[src/rtl/clock_time_keeper.sv]
// Time-of-day keeper: 1 Hz prescaler driving a sec/min/hr counter with 12/24-hour display mapping.
// Optional alarm comparator is compiled in when CLOCK_ALARM_EN is defined.
module clock_time_keeper #(
    parameter int CLOCK_FREQ = 50000000,
    parameter int FIELD_W    = 8,
    parameter int CNT_W      = 32
) (
    input  logic               CLK,
    input  logic               RST,
    input  logic               EN,
    input  logic               SET_STROBE,
    input  logic [1:0]         ORDER,
    input  logic               MODE_12H,
`ifdef CLOCK_ALARM_EN
    input  logic               ALARM_ARM,
    input  logic [FIELD_W-1:0] ALARM_HR,
    input  logic [FIELD_W-1:0] ALARM_MIN,
    output logic               alarm_pulse,
`endif
    output logic [FIELD_W-1:0] seconds,
    output logic [FIELD_W-1:0] minutes,
    output logic [FIELD_W-1:0] hours,
    output logic               pm,
    output logic               sec_pulse,
    output logic               day_pulse
);

    localparam logic [CNT_W-1:0] PRESC_MAX = CNT_W'(CLOCK_FREQ - 1);

    function automatic logic [5:0] wrap60(input logic [5:0] v);
        return (v == 6'd59) ? 6'd0 : v + 6'd1;
    endfunction

    function automatic logic [4:0] wrap24(input logic [4:0] v);
        return (v == 5'd23) ? 5'd0 : v + 5'd1;
    endfunction

    function automatic logic [4:0] to_12h(input logic [4:0] h);
        if (h == 5'd0)
            return 5'd12;
        else if (h > 5'd12)
            return h - 5'd12;
        else
            return h;
    endfunction

    logic [CNT_W-1:0] presc_p0;
    logic [5:0]       sec_p0;
    logic [5:0]       min_p0;
    logic [4:0]       hr_p0;
    logic             sec_pulse_p0;
    logic             day_pulse_p0;

    logic             tick;
    logic             set_req;
    logic             sec_roll;
    logic             min_roll;
    logic             day_wrap;
    logic [5:0]       sec_tick;
    logic [5:0]       min_tick;
    logic [4:0]       hr_tick;

    // Stage 0: next-second values with the full carry chain resolved in one step
    always_comb begin
        tick     = EN && (presc_p0 == PRESC_MAX);
        set_req  = SET_STROBE && (ORDER != 2'b11);
        sec_roll = (sec_p0 == 6'd59);
        min_roll = (min_p0 == 6'd59);
        day_wrap = sec_roll && min_roll && (hr_p0 == 5'd23);
        sec_tick = wrap60(sec_p0);
        min_tick = sec_roll ? wrap60(min_p0) : min_p0;
        hr_tick  = (sec_roll && min_roll) ? wrap24(hr_p0) : hr_p0;
    end

`ifdef CLOCK_ALARM_EN
    logic alarm_hit;
    logic alarm_pulse_p0;

    assign alarm_hit = ALARM_ARM
                       && (FIELD_W'(hr_tick) == ALARM_HR)
                       && (FIELD_W'(min_tick) == ALARM_MIN)
                       && (sec_tick == 6'd0);
`endif

    // Stage 0 -> p0: time registers; a set on a tick edge swallows the tick
    always_ff @(posedge CLK) begin
        if (!RST) begin
            presc_p0     <= '0;
            sec_p0       <= '0;
            min_p0       <= '0;
            hr_p0        <= '0;
            sec_pulse_p0 <= 1'b0;
            day_pulse_p0 <= 1'b0;
        end else if (set_req) begin
            presc_p0     <= '0;
            sec_pulse_p0 <= 1'b0;
            day_pulse_p0 <= 1'b0;
            case (ORDER)
                2'b00:   sec_p0 <= wrap60(sec_p0);
                2'b01:   min_p0 <= wrap60(min_p0);
                2'b10:   hr_p0  <= wrap24(hr_p0);
                default: ;
            endcase
        end else if (tick) begin
            presc_p0     <= '0;
            sec_p0       <= sec_tick;
            min_p0       <= min_tick;
            hr_p0        <= hr_tick;
            sec_pulse_p0 <= 1'b1;
            day_pulse_p0 <= day_wrap;
        end else begin
            if (EN)
                presc_p0 <= presc_p0 + 1'b1;
            sec_pulse_p0 <= 1'b0;
            day_pulse_p0 <= 1'b0;
        end
    end

`ifdef CLOCK_ALARM_EN
    always_ff @(posedge CLK) begin
        if (!RST)
            alarm_pulse_p0 <= 1'b0;
        else
            alarm_pulse_p0 <= !set_req && tick && alarm_hit;
    end

    assign alarm_pulse = alarm_pulse_p0;
`endif

    // Display mapping: combinational, never touches stored state
    assign seconds   = FIELD_W'(sec_p0);
    assign minutes   = FIELD_W'(min_p0);
    assign hours     = FIELD_W'(MODE_12H ? to_12h(hr_p0) : hr_p0);
    assign pm        = MODE_12H && (hr_p0 >= 5'd12);
    assign sec_pulse = sec_pulse_p0;
    assign day_pulse = day_pulse_p0;

endmodule

[config.mk]
export PLATFORM = sky130hd
export DESIGN_NAME = clock_time_keeper
export DESIGN_NICKNAME = d
export VERILOG_FILES = /design/src/rtl/clock_time_keeper.sv
export SDC_FILE = /design/constraint.sdc
export NUM_CORES = 1
export LEC_CHECK = 0
export CAP_MARGIN = 40
export CORE_AREA = 2 2 74 129
export DETAILED_ROUTE_END_ITERATION = 12
export DIE_AREA = 0 0 76 131
export PLACE_DENSITY = 0.53
export SLEW_MARGIN = 10
export SYNTH_ARGS = -nofsm -noshare
export SYNTH_HDL_FRONTEND = slang
export SYNTH_SLANG_ARGS = --single-unit
[constraint.sdc]
create_clock -name CLK -period 2.18 [get_ports CLK]
set_input_delay 0.436 -clock CLK [delete_from_list [all_inputs] [get_ports CLK]]
set_output_delay 0.436 -clock CLK [all_outputs]
set_load 0.1 [all_outputs]
==> results.md <==
- Synth warn: 0
- Status: completed
- Worst Path Required: 2410 ps
- Achievable frequency: 462.8 MHz
- Main synth FF type: dfxtp_1
- Area of the multi-input gates: 0.001639 mm²
- Vert. Die Dim: 131 µm
- Worst skew pair latency: 300 ps
- Crit path max fanout: 2
- Detail Placement HPWL: 4606 µm
- Psw: 0.0005528 W
- GR Util All Layers: 0.1355
- RSZ-0062 raised after global routing: true
- Worst r2r path cells: 7
- Port buffer count: 26
- Netlist Area Pre-Place: 0.002630 mm²
- Cells after synthesis: 311
- Initial antenna violation count: 0
- Sw Share: 0.2787
- CTS root buffer: clkbuf_16
- Vias: 2344
- Clock-pin slew on the worst setup and hold paths: 70 ps
- Width of the die: 76 µm
- Critical path launch point: presc_p0[15]
- Final #Nets: 395
- Internal power: 0.001431 W
- Max Slew Vio Count: 0
- Register-to-register setup slack: 20 ps
- Worst vdd ir: 345.2 µV
- LEAKAGE: 1.453 nW
- Vias in the first global route: 2465
- Filler cell count: 891
- Power share of the clock group: 0.409
- Congestion Overflow GR: 0
- Cell Area, Placed: 0.003386 mm²
- Power consumption: 0.001983 W
- Synth-to-Final Area Change: 40.34%
- Reg-to-Reg Start: presc_p0[15]
- Crit share post-route: 0.9911
- Max Buffers Root-to-Sink: 2
- Hold-critical path depth: 1
- Core area: 0.008921 mm²
- Sequential share of the synthesized area: 0.3882
- Vias per cell: 4.679
- Fin. Hold Viols: 0
- Final GP Congestion: 0.7694
- FFs w/ async S/R, synth: 0
- Comb pwr share: 0.119
- Critical path type: flop to flop
- Worst hold path type: flop to flop
- Ant diodes: 0
- Netlist cell types: 42
- Number of synthesized flops with an enable pin: 0
- Routed Antenna Nets: 0
- Setup violations, final: 0
- Final non-filler cell area: 0.003691 mm²
- CTS H-tree depth: 2
- Drt pass-1 iters: 4
- CTS buffer count: 5
- Clock Sinks: 51
- #FFs+latches synth: 51
- Critical Path End Type: flop
- Wire per inst: 12.52 µm
- Crit path to: hr_p0[0]
- Pin count of the biggest net entering global routing: 33
- DRT iter0 DRCs: 100
- Initial Util: 0.2948
- Post-route DRC: 0
- Cell Pwr Density: 537.4 mW/mm²
- Reg area: 0.001069 mm²
- First-pass GRT wire length: 10870 µm
- Startpoint types: flop
- Total die area: 0.009956 mm²
- RR Endpoint: hr_p0[0]
- Cell Rows: 46
- DRT Wirelength: 6272 µm
- Min Tclk post-route: 2161 ps
- Sequential Power Share: 0.472
- Layout cells sized above 1: 0.3333
- CTS tree: built
- Post-Synthesis Mean Instance Area: 8.457 µm²
- # IOs: 34
- MaxCap Viol Count: 0
- Clock skew: 8.327 ps
- Worst EP arrival: 2390 ps
per-layer routing:
metal	global-route usage	vias up	routed length [µm]
li1	-	1209	-
met1	0.1299	1096	2547
met2	0.2700	29	3407
met3	0.02953	10	178
met4	0.06952	0	139
met5	0	-	0
timing repair:
action	in CTS	in global routing
gates resized for setup	15	21
buffers inserted	5	4
hold buffers	0	0
pin swaps	8	18
setup endpoints to repair	14	17
layout make-up:
| cell class | instances | area share |
|---|---|---|
| clock inverter | 3 | 0.005763 |
| timing repair buffer | 72 | 0.1780 |
| multi-input combinational | 242 | 0.4441 |
| tap | 120 | 0.04068 |
| inverter | 8 | 0.008136 |
| sequential | 51 | 0.2895 |
| clock buffer | 5 | 0.03390 |
sequential cells by signal, indices dropped and copies added, names as in the netlist:
register,count
hr_p0,5
min_p0,6
presc_p0,32
sec_pulse,1
day_pulse,1
sec_p0,6
placed cells by master, fill, tap and decap left out, drive strengths merged, types with 4 or more instances in the layout:
cell type,count
a21boi,6
a21oi,5
and2,4
and3,9
and4,6
buf,66
clkbuf,5
clkdlybuf4s50,4
conb,7
dfxtp,51
ha,8
inv,11
mux2i,5
nand2,37
nand3,17
nand3b,4
nand4,10
nor2,42
nor2b,6
nor4,4
o211ai,5
o21ai,10
o221a,4
xnor2,6
xor2,26
power groups by stage:
stage | Sequential (W) | Combinational, W | Clock, W
finish | 0.000937 | 0.000235 | 0.000811
global route | 0.000938 | 0.000249 | 0.000877
CTS | 0.000941 | 0.000229 | 0.000849
detailed placement | 0.000963 | 0.000229 | 0
global placement | 0.000963 | 0.000227 | 0
floorplan | 0.000983 | 0.000146 | 0
critical path, stage by stage (launching register included):
cell and delay, ps:
dfxtp_2 340, and4_4 260, nand4_4 110, or4_4 550, o31a_1 270, buf_4 140, or3_1 300, a21boi_1 120
metrics by stage:
stage               hold WS [ps]  cells  setup slack, ps  utilization  TNS [ps]
global placement           454.5    486           -496.4       0.3795    -11020
floorplan                  471.9    317           -168.1            -    -266.4
finish                     474.3    501            19.46       0.4137         0
CTS                        470.1    498           -99.96       0.4032    -237.4
detailed placement         462.2    486           -517.0       0.3795    -12060
global route               476.8    501           -85.37       0.4137    -238.1
how the worst min path moves through the flow:
stage / startpoint / end / slack, ps
3_5_place_dp: min_p0[4] / min_p0[4] / 460
5_1_grt: min_p0[4] / min_p0[4] / 480
2_1_floorplan: presc_p0[15] / presc_p0[15] / 470
6_report: min_p0[4] / min_p0[4] / 470
4_1_cts: min_p0[4] / min_p0[4] / 470
3_3_place_gp: min_p0[4] / min_p0[4] / 450
cells by family after synthesis:
kind of cell               count (synthesis)  synth area share
xor gates and xnor gates                  32            0.1066
other                                      1          0.001426
adders and majority gates                  8           0.03806
and+or+nand+nor                          154            0.3059
DFF                                       51            0.3882
AOI/OAI and AO/OA                         36           0.09657
buffers and inverters                     24           0.04424
muxes                                      5           0.01903
cell usage after synthesis, types with 2 or more instances:
cell type	n	area (µm²)
o31ai_1	3	22.52
and4_2	2	20.02
nand3_1	17	85.08
and4_1	3	26.28
inv_1	8	30.03
mux2i_1	5	50.05
ha_1	8	100.1
o21ai_0	10	50.05
nand2_1	37	138.9
and2_1	4	25.02
or4_1	2	15.01
buf_4	7	52.55
xnor2_1	6	52.55
nand3b_1	4	30.03
a21boi_1	2	15.01
dfxtp_1	51	1021
or3_1	2	12.51
nand4_1	9	56.30
nor3_1	3	15.01
clkbuf_1	9	33.78
a21oi_1	5	25.02
and3_1	9	56.30
o221a_2	4	45.04
a21boi_0	4	30.03
o211ai_1	5	37.54
nor2_1	42	157.7
nor4_1	4	25.02
nor2b_1	6	37.54
xor2_1	26	227.7
or2_2	2	12.51
Power figures use the tool's default switching activity.
